## config.mk

```make
export PLATFORM = sky130hd
export DESIGN_NAME = hazard_unit
export DESIGN_NICKNAME = d
export VERILOG_FILES = /design/src/rtl/hazard_unit.sv
export SDC_FILE = /design/constraint.sdc
export NUM_CORES = 1
export LEC_CHECK = 0
export CELL_PAD_IN_SITES_DETAIL_PLACEMENT = 1
export CELL_PAD_IN_SITES_GLOBAL_PLACEMENT = 2
export CORE_AREA = 10 10 128 83
export CTS_BUF_LIST = sky130_fd_sc_hd__clkbuf_16
export DETAILED_ROUTE_END_ITERATION = 10
export DIE_AREA = 0 0 138 93
export GPL_TIMING_DRIVEN = 0
export HOLD_SLACK_MARGIN = 0.15
export PLACE_DENSITY_LB_ADDON = 0.1
export SKIP_LAST_GASP = 1
export SLEW_MARGIN = 20
export SYNTH_ARGS = -nofsm -noshare
export SYNTH_HDL_FRONTEND = slang
export SYNTH_SLANG_ARGS = --single-unit
```

## constraint.sdc

```tcl
create_clock -name clk -period 1.7 [get_ports clk]
set_clock_uncertainty 0.2 [all_clocks]
set_input_delay 0.17 -clock clk [delete_from_list [all_inputs] [get_ports clk]]
set_output_delay 0.17 -clock clk [all_outputs]
set_load 0.02 [all_outputs]
```

## src/rtl/hazard_unit.sv

```systemverilog
// Hazard unit: stall, flush and operand-forwarding control for the 5-stage core.
// Ports: clk/rst (async, active-high); RS1D/RS2D, RS1E/RS2E, RDE, RDM, RDW register ids;
//   ResultSrcE (01 = load), RegWriteM/W, PCSrcE (redirect in E), perf_clr;
//   outputs StallF, StallD, FlushD, FlushE, ForwardAE/BE (00 RD, 10 ALUResultM, 01 ResultW),
//   stall_count/flush_count (live only with HAZARD_PERF_EN defined, otherwise tied to 0).
module hazard_unit #(
    parameter int RESET_FLUSH_CYCLES = 4,
    parameter int COUNT_W            = 32
) (
    input  logic               clk,
    input  logic               rst,
    input  logic [4:0]         RS1D,
    input  logic [4:0]         RS2D,
    input  logic [4:0]         RS1E,
    input  logic [4:0]         RS2E,
    input  logic [4:0]         RDE,
    input  logic [4:0]         RDM,
    input  logic [4:0]         RDW,
    input  logic [1:0]         ResultSrcE,
    input  logic               RegWriteM,
    input  logic               RegWriteW,
    input  logic               PCSrcE,
    input  logic               perf_clr,
    output logic               StallF,
    output logic               StallD,
    output logic               FlushD,
    output logic               FlushE,
    output logic [1:0]         ForwardAE,
    output logic [1:0]         ForwardBE,
    output logic [COUNT_W-1:0] stall_count,
    output logic [COUNT_W-1:0] flush_count
);

    localparam int CNT_W = (RESET_FLUSH_CYCLES > 1) ? $clog2(RESET_FLUSH_CYCLES) : 1;
    localparam logic [CNT_W-1:0] CNT_LOAD = CNT_W'(RESET_FLUSH_CYCLES - 1);

    typedef enum logic {
        INIT = 1'b0,
        RUN  = 1'b1
    } state_t;

    state_t           r_state;
    state_t           w_state_nxt;
    logic [CNT_W-1:0] r_cnt;
    logic [CNT_W-1:0] w_cnt_nxt;

    logic [1:0]       w_fwd_a;
    logic [1:0]       w_fwd_b;
    logic             w_load_use;
    logic             w_run;

    // M beats W because it holds the younger write; x0 is never a forward source.
    function automatic logic [1:0] fwd_sel(
        input logic [4:0] rs,
        input logic [4:0] rdm,
        input logic       wm,
        input logic [4:0] rdw,
        input logic       ww
    );
        if (wm && (rdm != 5'd0) && (rdm == rs))
            return 2'b10;
        else if (ww && (rdw != 5'd0) && (rdw == rs))
            return 2'b01;
        else
            return 2'b00;
    endfunction

    assign w_fwd_a = fwd_sel(RS1E, RDM, RegWriteM, RDW, RegWriteW);
    assign w_fwd_b = fwd_sel(RS2E, RDM, RegWriteM, RDW, RegWriteW);

    assign w_load_use = (ResultSrcE == 2'b01) && (RDE != 5'd0) &&
                        ((RDE == RS1D) || (RDE == RS2D));

    assign w_run = (r_state == RUN);

    always_ff @(posedge clk or posedge rst) begin
        if (rst) begin
            r_state <= INIT;
            r_cnt   <= CNT_LOAD;
        end else begin
            r_state <= w_state_nxt;
            r_cnt   <= w_cnt_nxt;
        end
    end

    always_comb begin
        w_state_nxt = r_state;
        w_cnt_nxt   = r_cnt;
        StallF      = 1'b0;
        StallD      = 1'b0;
        FlushD      = 1'b0;
        FlushE      = 1'b0;
        ForwardAE   = 2'b00;
        ForwardBE   = 2'b00;
        unique case (r_state)
            INIT: begin
                StallF = 1'b1;
                FlushD = 1'b1;
                FlushE = 1'b1;
                if (r_cnt == '0)
                    w_state_nxt = RUN;
                else
                    w_cnt_nxt = r_cnt - CNT_W'(1);
            end
            RUN: begin
                ForwardAE = w_fwd_a;
                ForwardBE = w_fwd_b;
                // A redirect squashes D, so a load-use on that instruction is moot.
                if (PCSrcE) begin
                    FlushD = 1'b1;
                    FlushE = 1'b1;
                end else if (w_load_use) begin
                    StallF = 1'b1;
                    StallD = 1'b1;
                    FlushE = 1'b1;
                end
            end
        endcase
    end

`ifdef HAZARD_PERF_EN
    logic [COUNT_W-1:0] r_stall_count;
    logic [COUNT_W-1:0] r_flush_count;

    always_ff @(posedge clk or posedge rst) begin
        if (rst) begin
            r_stall_count <= '0;
            r_flush_count <= '0;
        end else if (perf_clr) begin
            r_stall_count <= '0;
            r_flush_count <= '0;
        end else begin
            if (w_run && w_load_use && !PCSrcE && (r_stall_count != '1))
                r_stall_count <= r_stall_count + COUNT_W'(1);
            if (w_run && PCSrcE && (r_flush_count != '1))
                r_flush_count <= r_flush_count + COUNT_W'(1);
        end
    end

    assign stall_count = r_stall_count;
    assign flush_count = r_flush_count;
`else
    logic w_unused_perf_clr;

    assign w_unused_perf_clr = perf_clr;
    assign stall_count       = '0;
    assign flush_count       = '0;
`endif

endmodule

```

# --- Word level (Yosys, flattened, before mapping) ---
# Cells that the tools add are included.
# W data, S select, Z words.
word_totals:
  ff_bits: 3
  output_inout_bits: 72
classes:
  addsub: 1
  n_eq_ne: 7
  n_mux: 16
  bitwise_logic: 2
  reduce_logical: 14
ops:
  columns: ["op", "n"]
  rows:
  - ["$eq A5 B5 Y1", 6]
  - ["$reduce_bool A5 Y1", 3]
  - ["$mux W1", 9]
  - ["$logic_and A1 B1 Y1", 8]
  - ["$mux W2", 4]
  - ["$pmux W1 S2", 3]
  - ["$eq A2 B1 Y1 const B", 1]
  - ["$logic_not A2 Y1", 1]
  - ["$not A1 Y1", 2]
  - ["$reduce_and A2 Y1", 1]
  - ["$sub A2 B1 Y2 const B", 1]
  - ["$logic_or A1 B1 Y1", 1]

# --- Logic depth before layout (Yosys ltp) ---
# Gate-level depths: netlist of run 1.
logic_depth:
  depth_word: 6
  mapped_depth: 5
  depth_no_buf: 5

# --- Least setup slack after synthesis of run 1 ---
# OpenSTA, ideal clock, no wires.
synth_path:
  path_kind: "input port to output port"
  from: "input port RDM[1]"
  to: "output port ForwardAE[0]"
  arrival_time_ps: 1516
  t_required_ps: 1330
  path_slack_ps: -186
  cell_stages: 4
  n_path_buf: 0
  cell_sequence: "or4_4 > o21ai_2 > nor4_1 > nor4_1"
synth_via:
  elab_chain_cells: 5
  elab_cells_between_ends: 6
synth_lines:
  columns: ["element", "line_no", "text"]
  rows:
  - ["start, declared", "17", "input logic [4:0] RDM,"]
  - ["$reduce_bool A5 Y1", "60", "if (wm && (rdm != 5'd0) && (rdm == rs))"]
  - ["$logic_and A1 B1 Y1", "60", null]
  - ["$logic_and A1 B1 Y1 *", "60", null]
  - ["$mux W2 *", "60", null]
  - ["$mux W2 *", "95", "unique case (r_state)"]
  - ["end, declared", "28", "output logic [1:0] ForwardAE,"]
# Every way passes the cells marked *; elsewhere a longest branch is shown, timed or not.

# --- Final worst setup path of run 1 ---
layout_path:
  from: "input port RDM[4]"
  to: "output port ForwardAE[0]"
# The elaborated chain is that of the path after synthesis.

==> results.json, run 1 <==
{
  "hold_start": "r_cnt[1]$_DFFE_PP1P_",
  "drive_gt1_frac": 0.462,
  "initial_utilization": 0.127,
  "io_buffers": 49,
  "vdd_drop_max_v": 0.000206,
  "clockRootBuffer": "clkbuf_16",
  "hpwl_um": 4110,
  "core_um2": 8330,
  "share_clk_of_total_power": 0.387,
  "rsz0062_at_grt": "yes",
  "insertion_delay_ns": 0.22,
  "switching_share": 0.354,
  "critPathMaxFanout": 2,
  "wl_um": 4340,
  "place_congestion": 0.699,
  "cts_buffers": 3,
  "synth.distinct_cells": 26,
  "grt_overflow": 0,
  "drtAntennaViolNets": 0,
  "switching_power_w": 0.000330,
  "cts_max_level": 1,
  "yosysTopAreaCellShare": 0.456,
  "met1_usage": 0.0848,
  "grt_pass1_vias": 1108,
  "grt_start_max_net_pins": 8,
  "io_pins": 115,
  "layout_commonest_cell": "buf_4",
  "syn-cell-area_um2": 1050,
  "synth_warnings": 0,
  "dieArea_um2": 12800,
  "worstSetupPathType": "in2out",
  "cap_violations": 0,
  "yosysSeqAreaShare": 0.0736,
  "clk_pin_slew_ns": 0.03,
  "antenna_found_initial": 0,
  "p_int_w": 0.000602,
  "most-common-layout-cells": "buf_4 (71), conb_1 (64), xor2_1 (23), dlygate4sd2_1 (15), buf_2 (7)",
  "pre_cts_slack_ns": -1.11,
  "grt_pass1_wl_um": 6350,
  "hold_viol": 0,
  "p_seq_frac": 0.077,
  "cp.required_ns": 1.33,
  "period_needed_ns": 1.83,
  "min_to": "r_cnt[1]$_DFFE_PP1P_",
  "viasPerCell": 2.79,
  "rows": 26,
  "violations": "negative setup slack",
  "clock_sinks": 3,
  "syn2layout_area_growth_pct": 102,
  "track_usage": 0.0616,
  "fin_crit_sh": 1.08,
  "rr_startpoint": "r_cnt[0]$_DFFE_PP1P_",
  "status": "complete, but fails checks",
  "grt.met2_usage": 0.0922,
  "cts_tree": "built",
  "holdPathStages": 2,
  "diodes": 0,
  "fmax_ghz": 0.546,
  "final_net_count": 298,
  "vias": 1020,
  "finalMaxSlewViolations": 0,
  "die_h_um": 93,
  "holdCritPathClass": "reg2reg",
  "synth_area_per_cell_um2": 7.86,
  "end_kind": "output pin",
  "firstDrtPassIters": 2,
  "dieWidth_um": 138,
  "first_iter_violations": 22,
  "drt-wirelength-per-cell_um": 11.9,
  "drc": 0,
  "p_leak_nw": 1.10,
  "top_usage_layer": "met2",
  "arrival_ns": 1.46,
  "netlist_instances": 134,
  "yosys.area.top_type": "buf_4",
  "power_w": 0.000932,
  "finalSetupViolCount": 4,
  "r2r_end": "r_cnt[1]$_DFFE_PP1P_",
  "r2r_slack_ns": 0.24,
  "grt_util_met3": 0.0227,
  "cp-start-kind": "input port",
  "ys_seq_elements": 3,
  "tns_ns": -0.454,
  "fin_util": 0.255,
  "power_density_nw_per_um2": 438,
  "synth_area_leaders": "buf_4 (46%), xor2_1 (20%), xnor2_1 (5.8%), dfstp_2 (5.0%), dfrtp_1 (2.4%)",
  "layout_setup_ws_ns": -0.130,
  "comb_power_share": 0.535,
  "cts_buffer_depth": 2,
  "r2r_cells": 5
}
[metrics by stage]
stage          cell area, µm²  cells  hold WS [ns]
6_report                 2130    365         0.304
5_1_grt                  2130    365         0.324
4_1_cts                  2080    365         0.311
3_5_place_dp             1940    358         0.168
3_3_place_gp             1940    358         0.159
2_1_floorplan            1310    197        -0.278
[worst max-delay path: stages]
cell and delay, ns:
buf_8 0.10, or4_4 0.53, o21ai_4 0.18, nor4_4 0.06
nor4_2 0.22, buf_4 0.19
[kinds of logic after synthesis]
group / share of synthesized area
flops: 0.0736
xor+xnor: 0.258
fa+ha+maj: 0.0119
buf+inv: 0.470
compound gates: 0.0558
simple gates: 0.127
other cells: 0.00356
[synth_stat cells]
library cell / instances
a21oi_1: 1
a22oi_1: 1
and2_1: 1
and2_2: 1
buf_4: 64
conb_1: 1
dfrtp_1: 1
dfstp_2: 2
ha_1: 1
inv_1: 4
nand2b_1: 1
nand3_1: 2
nor2_1: 4
nor2b_1: 1
nor3_1: 5
nor4_1: 3
nor4_2: 1
o2111ai_1: 2
o21ai_0: 1
o21ai_2: 1
o21bai_1: 1
o31ai_1: 1
or4_1: 2
or4_4: 1
xnor2_1: 7
xor2_1: 24
[registers in the layout, summed over array words and instances, names as in the netlist]
name / cells
r_cnt: 2
r_state: 1
[layout make-up]
class	instances	area, µm²
sequential	3	78.8
buffer	64	480
multi-input combinational	126	868
fill	1037	6200
inverter	4	15.0
clock inverter	1	3.75
timing repair buffer	52	465
clock buffer	3	75.1
tap	112	140
[power by group through the flow]
stage	Sequential [W]	Clock, W	Combinational [W]
final	0.0000721	0.000361	0.000499
after global routing	0.0000720	0.000382	0.000538
after CTS	0.0000721	0.000372	0.000478
after detailed placement	0.0000728	0	0.000469
after global placement	0.0000728	0	0.000471
after floorplan	0.0000728	0	0.000318
[worst max-delay path by stage]
| stage | startpoint | to | slack, ns | cells past startpoint |
|---|---|---|---|---|
| floorplan | RDM[1] | ForwardAE[0] | -0.002 | 4 |
| global placement | RDM[3] | ForwardAE[1] | -1.19 | 6 |
| detailed placement | RDM[3] | ForwardAE[1] | -1.11 | 6 |
| CTS | RS1E[0] | ForwardAE[1] | -0.18 | 6 |
| global route | RDM[4] | ForwardAE[0] | -0.18 | 6 |
| finish | RDM[4] | ForwardAE[0] | -0.13 | 6 |
[repair_timing]
action / in CTS / in global routing
gates cloned: 0 / 0
hold endpoints to repair: 3 / 0
gates resized for setup: 136 / 16
hold buffers: 1 / 0
setup buffers: 2 / 0
endpoints found under the setup margin: 8 / 7
pin swaps: 23 / 4
[metal layers]
layer / up-vias / wire (µm) / part of all wire
li1: 544 / - / -
met1: 425 / 2120 / 0.49
met2: 51 / 1920 / 0.44
met3: 0 / 297 / 0.068
met4: 0 / 0 / 0
met5: - / 0 / 0
(Power assumes the default switching activity.)
==> run 2: changes to the inputs <==
--- a/config.mk
+++ b/config.mk
@@ -14,8 +14,8 @@
 export GPL_TIMING_DRIVEN = 0
 export HOLD_SLACK_MARGIN = 0.15
 export PLACE_DENSITY_LB_ADDON = 0.1
-export SKIP_LAST_GASP = 1
 export SLEW_MARGIN = 20
 export SYNTH_ARGS = -nofsm -noshare
 export SYNTH_HDL_FRONTEND = slang
 export SYNTH_SLANG_ARGS = --single-unit
+export TNS_END_PERCENT = 10
==> run 2 against run 1 <==
Net effect:
- the flow still finishes with violations (negative setup slack)
- die area unchanged
- first-iteration DRC count decreased by 68%
- sequential power about the same
- core utilization decreased by 0.24 points
- total power decreased by 1.1%
- combinational power decreased by 2%
- register-to-register slack improved by 0.02 ns
- wire length increased by 4.1%
- critical path depth unchanged
- sequential share of layout area about the same
- largest power group unchanged
==> results.json, run 2 (synthesis results as in run 1) <==
{
  "die_h_um": 93,
  "clockRootBuffer": "clkbuf_16",
  "cp_top_family": "simple AND/OR/NAND/NOR gates",
  "grt_start_max_net_pins": 8,
  "holdCritPathClass": "reg2reg",
  "drc": 0,
  "insertion_delay_ns": 0.22,
  "comb_power_share": 0.532,
  "status": "complete, but fails checks",
  "track_usage": 0.0638,
  "p_int_w": 0.000597,
  "dieWidth_um": 138,
  "cts_buffer_depth": 2,
  "top_register": "r_cnt",
  "final_area_um2": 2110,
  "share_clk_of_total_power": 0.390,
  "wl_um": 4510,
  "dieArea_um2": 12800,
  "worstSetupPathType": "in2out",
  "cts_buffers": 3,
  "seqCellArea_um2": 78.8,
  "cts_max_level": 1,
  "place_congestion": 0.686,
  "core_um2": 8330,
  "grt_pass1_wl_um": 6620,
  "crit_chain": "buf_8 > or4_4 > o21ai_4 > nor4_4 > nor4_2 > buf_4",
  "finalSetupViolCount": 6,
  "hold_viol": 0,
  "io_buffers": 49,
  "drtAntennaViolNets": 0,
  "diodes": 0,
  "grt_overflow": 0,
  "viasPerCell": 2.82,
  "syn2layout_area_growth_pct": 100,
  "arrival_ns": 1.51,
  "fin_util": 0.253,
  "switching_power_w": 0.000325,
  "cp.required_ns": 1.33,
  "initial_utilization": 0.127,
  "final_net_count": 298,
  "layout_setup_ws_ns": -0.178,
  "cap_violations": 0,
  "violations": "negative setup slack",
  "switching_share": 0.353,
  "largest_reg_flops": 2,
  "finalMaxSlewViolations": 0,
  "fin_crit_sh": 1.10,
  "antenna_found_initial": 0,
  "period_needed_ns": 1.88,
  "placed_area_um2": 1930,
  "fillers": 1045,
  "p_leak_nw": 1.09,
  "drt-wirelength-per-cell_um": 12.4,
  "layout_commonest_cell": "buf_4",
  "vias": 1028,
  "cp-start-kind": "input port",
  "clk_pin_slew_ns": 0.03,
  "io_pins": 115,
  "max_stage_delay_ns": 0.53,
  "rsz0062_at_grt": "yes",
  "most-common-layout-cells": "buf_4 (71), conb_1 (64), xor2_1 (24), dlygate4sd2_1 (22), clkdlybuf4s50_1 (7)",
  "fmax_ghz": 0.532,
  "hpwl_um": 4160,
  "p_seq_frac": 0.078,
  "power_w": 0.000922,
  "drive_gt1_frac": 0.431,
  "grt_pass1_vias": 1112,
  "cp_slowest_cell": "or4_4",
  "first_iter_violations": 7,
  "rows": 26,
  "vdd_drop_max_v": 0.000235,
  "crit_buf_inv": 2,
  "critPathMaxFanout": 2,
  "reg_top3": "r_cnt x2, r_state x1",
  "multiInputGateArea_um2": 852,
  "clock_sinks": 3,
  "power_density_nw_per_um2": 438,
  "firstDrtPassIters": 4,
  "cts_tree": "built",
  "end_kind": "output pin"
}
==> run 2: final cells by class <==
class                      count  area share
buffer                        64       0.228
tap                          112      0.0665
inverter                       4     0.00713
clock buffer                   3      0.0356
timing repair buffer          52       0.219
sequential                     3      0.0374
multi-input combinational    126       0.404
clock inverter                 1     0.00178
==> run 2: worst min-delay path: stages (launching register included) <==
cell and delay, ns:
dfstp_2 0.36, nor2_1 0.09, a21oi_1 0.04
==> run 2: final timing paths <==
check / end / cells after the start / from / slack, ns
worst max-delay path: ForwardBE[0] / 6 / RDM[1] / -0.18
worst min-delay path: r_cnt[1]$_DFFE_PP1P_ / 2 / r_cnt[1]$_DFFE_PP1P_ / 0.30
worst max register to register: r_cnt[1]$_DFFE_PP1P_ / 5 / r_cnt[0]$_DFFE_PP1P_ / 0.26
worst min register to register: r_cnt[1]$_DFFE_PP1P_ / 2 / r_cnt[1]$_DFFE_PP1P_ / 0.30
max in group asynchronous: r_cnt[0]$_DFFE_PP1P_ / 3 / rst / 0.61
min in group asynchronous: r_state$_DFF_PP0_ / 3 / rst / 0.48
==> run 2: power by group through the flow <==
stage               registers (W)  logic [W]  clock network (W)
floorplan               0.0000728   0.000314                  0
global placement        0.0000728   0.000465                  0
detailed placement      0.0000728   0.000464                  0
CTS                     0.0000721   0.000478           0.000367
global route            0.0000721   0.000531           0.000375
finish                  0.0000721   0.000490           0.000360
==> run 2: through the flow <==
stage               TNS, ns  std cells  hold WS (ns)  worst slack [ns]
floorplan           -0.0802        197        -0.278           -0.0802
global placement      -6.79        358         0.158             -1.11
detailed placement    -6.68        358         0.158             -1.06
CTS                  -0.799        364         0.306            -0.210
global route         -0.994        365         0.326            -0.229
finish               -0.544        365         0.298            -0.178
==> run 2: metal layers <==
metal	share of wire	vias up	GRT usage
met2	0.51	42	0.112
met3	0.067	0	0.0232
li1	-	543	-
met1	0.42	443	0.0773
met4	0	0	0.00262
met5	0	-	0
==> run 2: timing repair <==
item	in CTS	in global routing
pin swaps	18	13
hold buffers	1	0
setup endpoints to repair	8	8
buffers inserted	1	1
endpoints found under the hold margin	3	0
gates resized for setup	120	14
==> RTL edit 1: new RTL, flow settings as in run 2 <==
Set the parameter `COUNT_W` to 64 (it was 32).
--- a/src/rtl/hazard_unit.sv
+++ b/src/rtl/hazard_unit.sv
@@ -5,7 +5,7 @@
 //   stall_count/flush_count (live only with HAZARD_PERF_EN defined, otherwise tied to 0).
 module hazard_unit #(
     parameter int RESET_FLUSH_CYCLES = 4,
-    parameter int COUNT_W            = 32
+    parameter int COUNT_W            = 64
 ) (
     input  logic               clk,
     input  logic               rst,
Ports: changed (resized flush_count and stall_count); port bits go from 115 to 179. The function was not compared with the original's and may differ.
==> RTL edit 1 against run 2 <==
The flow still finishes with violations (negative setup slack); power rose by 27%; wire length rose by 26%; setup slack improved by 16 ps; synthesized area grew 46%; sequential cell count is the same; final area grew 34%.
==> RTL edit 1: results (changes against run 2) <==
status = complete, but fails checks
violated checks = negative setup slack
leakage = 0.00168 µW (+54%)
Power Dens Cells = 416 nW/µm² (-5.0%)
DP HPWL = 5400 µm (+30%)
WL met2 = 2930 µm (+28%)
Fin Setup TNS = -703 ps (-159 ps)
Non-CTS buffers = 179 (+54%)
synthesized netlist cell count = 198 (+48%)
number of global-route vias before repair = 1461 (+31%)
met3 GRT Util = 4.55% (+2.2 points)
first-pass GRT wire length = 8350 µm (+26%)
Met1 Wirelength = 2040 µm (+6.6%)
Setup violations, final = 7 (+1)
layout cells sized above 1 = 42.9% (-0.19 points)
multi-input logic area = 1070 µm² (+25%)
VDD IR-drop max = 0.332 mV (+41%)
RePlAce Congestion = 0.719 (+4.8%)
Ant. Diodes = 0 (unchanged)
register area share after synthesis = 5.06% (-2.3 points)
worst-skew pair later-pin latency = 220 ps (about the same)
Clock Network Area Fraction = 2.79% (-0.95 points)
placed cell count = 486 (+36%)
syn avg cell area = 7.75 µm² (-1.5%)
Compound-Gate Fraction of Synth Area = 3.83% (-1.7 points)
Synth top cells by count = buf_4 (128), xor2_1 (24), xnor2_1 (7)
detailed-route via count = 1354 (+32%)
metal3 WL = 691 µm (+130%)
multi-input logic cell count = 190 (+51%)
Cell Area, Placed = 2650 µm² (+37%)
Synth Area in Adders = 0.816% (-0.37 points)
M1 GR Usage = 8.24% (+0.50 points)
Setup WS post-layout = -162 ps (+15.7 ps)
final wirelength = 5670 µm (+26%)
highest metal used = met4
WL per Instance = 11.5 µm (-6.8%)
gr usage total = 8.04% (+1.7 points)
global-route met2 utilization = 14.8% (+3.6 points)
WP data arrival = 1490 ps (-20 ps)
post_cts resized = 98 (-18%)
Fill cells = 1073 (+2.7%)
signal buffers share of area = 51.2% (+6.5 points)
number of nets in the layout = 425 (+43%)
-- RTL edit 1: final timing paths --
path                       startpoint           end  slack, ps  cells after the start
max                            RDM[4]  ForwardAE[0]       -160                      6
min                          r_cnt[1]      r_cnt[1]        310                      2
max reg2reg                  r_cnt[0]      r_cnt[1]        260                      5
min reg2reg                  r_cnt[1]      r_cnt[1]        310                      2
max in group asynchronous         rst      r_cnt[0]        590                      3
min in group asynchronous         rst       r_state        490                      3
-- RTL edit 1: power by group --
part | leakage (µW) | total (µW) | switching [µW] | internal [µW]
combinational | 0.00161 | 736 | 415 | 320
clock | 0.0000423 | 367 | 64.0 | 303
sequential | 0.0000294 | 72.1 | 0 | 72.1
-- RTL edit 1: per-stage QoR --
step / hold WS [ps] / setup WS (ps)
3_5_place_dp: 166 / -1090
5_1_grt: 361 / -224
3_3_place_gp: 155 / -1100
4_1_cts: 311 / -205
2_1_floorplan: -278 / -80.2
6_report: 307 / -162
==> RTL edit 2: new RTL, settings of run 2 <==
Made on the original files. Build with the macro `HAZARD_PERF_EN` defined.
--- a/src/rtl/hazard_unit.sv
+++ b/src/rtl/hazard_unit.sv
@@ -3,6 +3,8 @@
 //   ResultSrcE (01 = load), RegWriteM/W, PCSrcE (redirect in E), perf_clr;
 //   outputs StallF, StallD, FlushD, FlushE, ForwardAE/BE (00 RD, 10 ALUResultM, 01 ResultW),
 //   stall_count/flush_count (live only with HAZARD_PERF_EN defined, otherwise tied to 0).
+`define HAZARD_PERF_EN
+
 module hazard_unit #(
     parameter int RESET_FLUSH_CYCLES = 4,
     parameter int COUNT_W            = 32
Behaviour: not the same (a bounded check fails within 10 cycles, from zero or initial values and one cycle with rst high).
==> RTL edit 2 against run 2 <==
The flow now stops in 3_3_place_gp; synthesized area grew to 3.8 times the old value.
==> RTL edit 2: results (changes against run 2) <==
Synth area leaders = dfrtp_1 (41%), xnor2_1 (8.7%), xor2_1 (6.8%)
Post-synth ARST share = 100% (unchanged)
Post-Syn Nets = 485
Synth top cells by count = dfrtp_1 (65), nor2_1 (55), xnor2_1 (40)
syn avg cell area = 9.15 µm² (+16%)
I/O Buffers = 114 (+130%)
register area share after synthesis = 41.8% (+34 points)
Synth Warn # = 0 (unchanged)
status = aborted with a tool error
run-stopping error = [ERROR FLW-0024] Place density exceeds 1.0 (current PLACE_DENSITY_LB_ADDON =  0.1). Please check if the value of  PLACE_DENSITY_LB_ADDON is between 0 and 0.99.
Synth cell types = 45 (+73%)
#FFs+latches synth = 67 (+64)
last step reached = 3_3_place_gp
==> RTL edit 2: kinds of logic after synthesis <==
group	after synthesis	synth area share, %
mux	2	0.530
xor+xnor	71	15.5
flops	67	41.8
fa+ha+maj	3	0.935
buf+inv	25	2.77
simple gates	218	29.7
compound gates	53	8.73
